===== config.mk =====
export PLATFORM = sky130hd
export DESIGN_NAME = irq_ctrl_flat
export DESIGN_NICKNAME = d
export VERILOG_FILES = /design/src/rtl/irq_ctrl_if.sv /design/src/rtl/irq_ctrl.sv /design/src/flat_wrapper.sv
export SDC_FILE = /design/constraint.sdc
export NUM_CORES = 1
export LEC_CHECK = 0
export CORE_ASPECT_RATIO = 1.25
export CORE_MARGIN = 2
export CORE_UTILIZATION = 51
export DETAILED_ROUTE_END_ITERATION = 8
export PLACE_DENSITY = 0.76
export SYNTH_ARGS = -nofsm -noshare
export SYNTH_HDL_FRONTEND = slang
export SYNTH_SLANG_ARGS = --single-unit

===== constraint.sdc =====
create_clock -name clk -period 1.73 [get_ports clk]
set_input_delay 0.4325 -clock clk [delete_from_list [all_inputs] [get_ports clk]]
set_output_delay 0.4325 -clock clk [all_outputs]
set_load 0.02 [all_outputs]

===== src/rtl/irq_ctrl_if.sv =====
// Register bus between a CPU-side master and the interrupt controller.
// A transfer takes two cycles: wt is high in the first, data_out is valid in the second.
interface irq_ctrl_if;
   logic        en;
   logic        wr;
   logic [3:2]  addr;
   logic [31:0] data_in;
   logic [31:0] data_out;
   logic        wt;

   modport master (
      output en, wr, addr, data_in,
      input  data_out, wt
   );

   modport slave (
      input  en, wr, addr, data_in,
      output data_out, wt
   );
endinterface


===== src/rtl/irq_ctrl.sv =====
// Interrupt controller: per-source synchronizer, level/edge pending capture,
// mask, highest-index ID, and a two-cycle register bus.
// Register map (word address): 0 PENDING (W1C), 1 MASK, 2 MODE (1 = edge), 3 ID.
module irq_ctrl #(
   parameter int unsigned NUM_SRC     = 16,
   parameter int unsigned SYNC_STAGES = 2
) (
   input  logic               clk,
   input  logic               reset,
   irq_ctrl_if.slave          bus,
   input  logic [NUM_SRC-1:0] src_irq,
   output logic [NUM_SRC-1:0] irq,
   output logic               irq_any
);

   logic [NUM_SRC-1:0] r_sync [SYNC_STAGES];
   logic [NUM_SRC-1:0] r_hist;
   logic [NUM_SRC-1:0] r_pend;
   logic [NUM_SRC-1:0] r_mask;
   logic [NUM_SRC-1:0] r_mode;
   logic [NUM_SRC-1:0] r_irq;
   logic               r_irq_any;
   logic               r_done;
   logic [31:0]        r_dout;

   logic [NUM_SRC-1:0] w_s;
   logic [NUM_SRC-1:0] w_wdata;
   logic [NUM_SRC-1:0] w_edge;
   logic [NUM_SRC-1:0] w_clr;
   logic [NUM_SRC-1:0] w_mode_chg;
   logic [NUM_SRC-1:0] w_mode_nxt;
   logic [NUM_SRC-1:0] w_pend_nxt;
   logic               w_wt;
   logic               w_commit;
   logic               w_rd_start;
   logic               w_wr_pend;
   logic               w_wr_mask;
   logic               w_wr_mode;
   logic [4:0]         w_id;
   logic [31:0]        w_rdata;
   logic               w_unused;

   assign w_s        = r_sync[SYNC_STAGES-1];
   assign w_wdata    = bus.data_in[NUM_SRC-1:0];
   assign w_unused   = &{1'b0, bus.data_in};

   // Access handshake: first cycle waits, second cycle completes.
   assign w_wt       = bus.en & ~r_done;
   assign w_commit   = bus.en & r_done & bus.wr;
   assign w_rd_start = bus.en & ~r_done & ~bus.wr;

   assign w_wr_pend  = w_commit && (bus.addr == 2'd0);
   assign w_wr_mask  = w_commit && (bus.addr == 2'd1);
   assign w_wr_mode  = w_commit && (bus.addr == 2'd2);

   assign w_edge     = w_s & ~r_hist;
   assign w_clr      = w_wr_pend ? w_wdata : '0;
   assign w_mode_chg = w_wr_mode ? (w_wdata ^ r_mode) : '0;
   assign w_mode_nxt = w_wr_mode ? w_wdata : r_mode;

   // Edge bits: set wins over W1C clear. Level bits: follow s.
   // Any bit whose mode flips this cycle is forced clear.
   assign w_pend_nxt = ~w_mode_chg &
                       ((r_mode & ((r_pend & ~w_clr) | w_edge)) | (~r_mode & w_s));

   assign bus.wt       = w_wt;
   assign bus.data_out = r_dout;
   assign irq          = r_irq;
   assign irq_any      = r_irq_any;

   // Highest-index active interrupt.
   always_comb begin
      w_id = '0;
      for (int unsigned i = 0; i < NUM_SRC; i++) begin
         if (r_irq[i]) w_id = 5'(i);
      end
   end

   // Read data mux; bits at or above NUM_SRC read as zero.
   always_comb begin
      w_rdata = '0;
      case (bus.addr)
         2'd0:    w_rdata = 32'(r_pend);
         2'd1:    w_rdata = 32'(r_mask);
         2'd2:    w_rdata = 32'(r_mode);
         default: w_rdata = {r_irq_any, 26'b0, w_id};
      endcase
   end

   // Source synchronizer chain.
   always_ff @(posedge clk or negedge reset) begin
      if (!reset) begin
         for (int unsigned k = 0; k < SYNC_STAGES; k++) r_sync[k] <= '0;
      end else begin
         r_sync[0] <= src_irq;
         for (int unsigned k = 1; k < SYNC_STAGES; k++) r_sync[k] <= r_sync[k-1];
      end
   end

   // Bus handshake flop and read data register (valid during the completing cycle).
   always_ff @(posedge clk or negedge reset) begin
      if (!reset) begin
         r_done <= 1'b0;
         r_dout <= '0;
      end else begin
         r_done <= w_wt;
         r_dout <= w_rd_start ? w_rdata : '0;
      end
   end

   // Pending, mask, mode and edge history. History tracks s every cycle, which
   // also covers the reload on a mode change so no spurious edge appears.
   always_ff @(posedge clk or negedge reset) begin
      if (!reset) begin
         r_hist <= '0;
         r_pend <= '0;
         r_mask <= '0;
         r_mode <= '0;
      end else begin
         r_hist <= w_s;
         r_pend <= w_pend_nxt;
         r_mode <= w_mode_nxt;
         if (w_wr_mask) r_mask <= w_wdata;
      end
   end

   // Masked interrupt outputs, one cycle behind PENDING/MASK.
   always_ff @(posedge clk or negedge reset) begin
      if (!reset) begin
         r_irq     <= '0;
         r_irq_any <= 1'b0;
      end else begin
         r_irq     <= r_pend & r_mask;
         r_irq_any <= |(r_pend & r_mask);
      end
   end

endmodule


===== src/flat_wrapper.sv =====
// flat-port wrapper written by rule: the top's interface ports become plain ports
module irq_ctrl_flat 
#(
   parameter int unsigned NUM_SRC     = 16,
   parameter int unsigned SYNC_STAGES = 2
)
  (clk, reset, src_irq, irq, irq_any, bus_en, bus_wr, bus_addr, bus_data_in, bus_data_out, bus_wt);
  irq_ctrl_if bus_i ();
  input  logic clk;
  input  logic reset;
  input  logic [NUM_SRC-1:0] src_irq;
  output logic [NUM_SRC-1:0] irq;
  output logic irq_any;
  input wire logic [$bits(bus_i.en)-1:0] bus_en;
  input wire logic [$bits(bus_i.wr)-1:0] bus_wr;
  input wire logic [$bits(bus_i.addr)-1:0] bus_addr;
  input wire logic [$bits(bus_i.data_in)-1:0] bus_data_in;
  output wire logic [$bits(bus_i.data_out)-1:0] bus_data_out;
  output wire logic [$bits(bus_i.wt)-1:0] bus_wt;
  assign bus_i.en = bus_en;
  assign bus_i.wr = bus_wr;
  assign bus_i.addr = bus_addr;
  assign bus_i.data_in = bus_data_in;
  assign bus_data_out = bus_i.data_out;
  assign bus_wt = bus_i.wt;
  irq_ctrl #(.NUM_SRC(NUM_SRC), .SYNC_STAGES(SYNC_STAGES)) u_core (.clk(clk), .reset(reset), .bus(bus_i), .src_irq(src_irq), .irq(irq), .irq_any(irq_any));
endmodule

==> summary.md <==
| Metric | Value |
|---|---|
| Design Power | around 8.4 mW |
| Post-CTS setup buffers | 0 |
| Syn_area_per_cell | 12.0 um2 |
| DRC | 0 |
| Sink Count | 131 |
| Fillcell total | 693 |
| Via count | 3576 |
| Initial antenna violation count | 0 |
| Clock share of power | a little over two fifths |
| Lkg Pwr | 3.11 nW |
| I/O pins | around 100 |
| Max stage delay cell, worst path | clkdlybuf4s50_1 |
| Hold Crit Class | register to register |
| Post-synthesis sequential area ratio | between 60% and 70% |
| ANT cells | 0 |
| CP cell instances | clkdlybuf4s50_1 > and2b_1 > buf_2 |
| Crit-path leading delay family | buffers and inverters |
| H-tree Lvls | 4 |
| Synth async-reset ratio | between 90% and 100% |
| Total grt overflow | 0 |
| Crit path buf inv count | 2 |
| Chip height | 116 um |
| Multi-input logic area | 1670 um2 |
| Routed WL | 11100 um |
| Met3 global-route usage | 6.24% |
| Number of global-route vias before repair | 3645 |
| Switching pwr | between 2 and 2.5 mW |
| Slowest stage delay, CP | 0.50 ns |
| Root Buffer | clkbuf_16 |
| CP Data Arrival Time | approximately 1.2 ns |
| Clock skew | 0.00696 ns |
| # rows | 40 |
| First-pass GRT wire length | 18100 um |
| Core footprint | between 9000 and 10000 um2 |
| Cell area after synthesis | 5110 um2 |
| GR peak layer | met2 |
| Area growth from synthesis to layout | 29.5% |
| Final ANT Viol Nets | 0 |
| Combinational share of power | 13.5% |
| Main flop type after synthesis | dfrtp_1 |
| Fraction of layout cells with a size suffix above 1 | 13.5% |
| Worst VDD drop | just under 0.7 mV |
| Tcrit/Tclk final | 96.5% |
| Mapped Cells | 426 |
| GR met2 Demand/Resource | between 30 and 40% |
| Clk_lat worst skew | 0.41 ns |
| CP Data Required Time | 1.30 ns |
| Critical path launch point type | input pin |
| Initial Util | between 50 and 60% |
| Slew Viols, Final | 0 |
| Initial DRC Count | 186 |
| Critical Path Fanout Max | 2 |
| Deepest clock path buffer count | 2 |
| Final setup violation count | 0 |
| YS warnings | 0 |
| Via density | between 5 and 6 |
| RSZ-0062 raised after global routing | false |
| Cell internal pwr | about 6.3 mW |
| GRT Total Usage | between 20 and 25% |
| FF/Latch Area | ~3300 um2 |
| GP Congestion | 0.859 |
| Routed WL per cell | about 17 um |
| Outcome | complete, no violations |
| Drt pass-1 iters | 4 |
| Worst Path Class, Setup | input pin to output pin |
| Post-synth EDFFs | 0 |
| Largest net degree at the start of global routing | 50 |
| FMAX | approximately 600 MHz |
| Crit path capture type | output pin |
| Hold Fails Final Rpt | 0 |
| Distinct cell type count of the synthesized netlist | 37 |
| WHS | 0.345 ns |
| Final Critical Period | 1.67 ns |
| DP HPWL | around 7400 um |
| Clock transition at the registers of the reported paths | roughly 0.05 ns |
| PwrDens | 1260 nW/um2 |
| Die ar. | 10800 um2 |
| CTS tree | built |
| Final nets | 575 |
| Inserted Clock Buffers | 17 |
| Sequential share of power | 44.8% |
| Buffers on Ports | between 70 and 80 |
| Switching share of power | between 20% and 30% |
| Setup TNS | 0 ns |
| Die width | a little over 90 um |
| Max cap viols | 0 |
| #FFs+latches synth | between 100 and 150 |
| Routing usage on met1 | 26.7% |
## cell usage in the layout (no fill, tap or decap), drive strengths merged, types with 2 or more instances in the layout
master           n
bufinv           2
dlygate4sd2     34
o221ai           2
conb            15
buf             22
o22ai           19
a211oi          18
mux2i           12
or3              2
nor2            35
nor2b            2
nor3b           15
nand2b           4
nand2           47
clkbuf          27
clkdlybuf4s50   36
and2            16
clkinv           2
o21ai            3
a21boi          16
inv              5
dfrtp          131
a21oi           30
nor4             4
nand3            2
mux2            20
## flip-flops by register name, summed over array words and instances (netlist names)
register	count
u_core.r_sync	16
u_core.r_mode	16
u_core.irq	16
u_core.r_mask	16
u_core.r_pend	16
u_core.r_done	1
u_core.w_s	16
u_core.bus.data_out	17
u_core.irq_any	1
u_core.r_hist	16
## timing repair
action	4_1_cts	5_1_grt
hold buffers	1	0
pin swaps	0	0
gates resized for setup	38	2
cloned	0	0
endpoints found under the hold margin	26	0
setup endpoints to repair	35	13
## synth_stat cells, types with 2 or more instances
| master | instances | area (um2) |
|---|---|---|
| a211oi_1 | 18 | 135 |
| a21boi_0 | 16 | 120 |
| a21oi_1 | 30 | 150 |
| and2_1 | 16 | 100 |
| buf_1 | 3 | 11.3 |
| buf_2 | 6 | 30.0 |
| buf_4 | 17 | 128 |
| buf_6 | 2 | 22.5 |
| clkbuf_1 | 3 | 11.3 |
| dfrtp_1 | 131 | 3280 |
| inv_1 | 5 | 18.8 |
| mux2_2 | 20 | 225 |
| mux2i_1 | 12 | 120 |
| nand2_1 | 47 | 176 |
| nand2b_1 | 4 | 25.0 |
| nor2_1 | 35 | 131 |
| nor2b_1 | 2 | 12.5 |
| nor3b_1 | 15 | 113 |
| nor4_1 | 4 | 25.0 |
| o21ai_0 | 3 | 15.0 |
| o221ai_1 | 2 | 17.5 |
| o22ai_1 | 19 | 119 |
| or3_1 | 2 | 12.5 |
## cells by family after synthesis
logic type             count (synthesis)  synth area share, %
DFF                                  131                 64.2
muxes                                 32                 6.76
and+or+nand+nor                      133                 12.7
AOI/OAI and AO/OA                     93                 11.9
other                                  1               0.0734
buffers and inverters                 36                 4.34
## layout make-up
type	instances	area share (%)
multi-input cells	273	25.2
clock inverters	4	1.06
well taps	126	2.38
flip-flops and latches	131	49.6
clock buffers	27	7.76
repair buffers	93	13.8
inverters	5	0.284
## path summary, 6_finish.rpt
| check | startpoint | to | slack, ns | cells after the start |
|---|---|---|---|---|
| min in group asynchronous | reset | u_core.r_hist[1]$_DFF_PN0_ | 0.51 | 2 |
| max in group asynchronous | reset | u_core.r_sync[28]$_DFF_PN0_ | 0.67 | 3 |
| worst max register to register | u_core.r_pend[3]$_DFF_PN0_ | u_core.irq_any$_DFF_PN0_ | 0.08 | 4 |
| worst min register to register | u_core.r_sync[20]$_DFF_PN0_ | u_core.w_s[4]$_DFF_PN0_ | 0.34 | 0 |
| worst min-delay path | u_core.r_sync[20]$_DFF_PN0_ | u_core.w_s[4]$_DFF_PN0_ | 0.34 | 0 |
| worst max-delay path | bus_en | bus_wt | 0.06 | 3 |
## per-stage QoR
stage	cells	utilization, %	setup WS (ns)	area, um2
floorplan	440	-	0.239	5160
CTS	659	68.4	0.0166	6600
detailed placement	627	62.7	-0.418	6060
global placement	627	62.7	-0.364	6060
global route	659	68.5	0.0126	6610
finish	659	68.5	0.0606	6610
## power by group through the flow
stage	Combinational (mW)	Sequential (mW)	Clock, mW
6_report	1.13	3.75	3.48
5_1_grt	1.24	3.80	3.69
4_1_cts	1.14	3.74	3.53
3_5_place_dp	1.18	3.79	0
3_3_place_gp	1.14	3.76	0
2_1_floorplan	0.612	3.80	0
## worst reg2reg max path, cell delays in order (launching register included)
cell and delay, ns:
dfrtp_1 0.39, and2_1 0.16, or4_1 0.54, nor4_1 0.29, nand4_1 0.12
## metal layers
layer  vias to the layer above  routed length, um
met4                         0                255
met1                      1771               4430
met5                         -                  0
met3                        20                689
li1                       1650                  -
met2                       135               5780
Note: power is estimated with default switching activity, not from simulation.
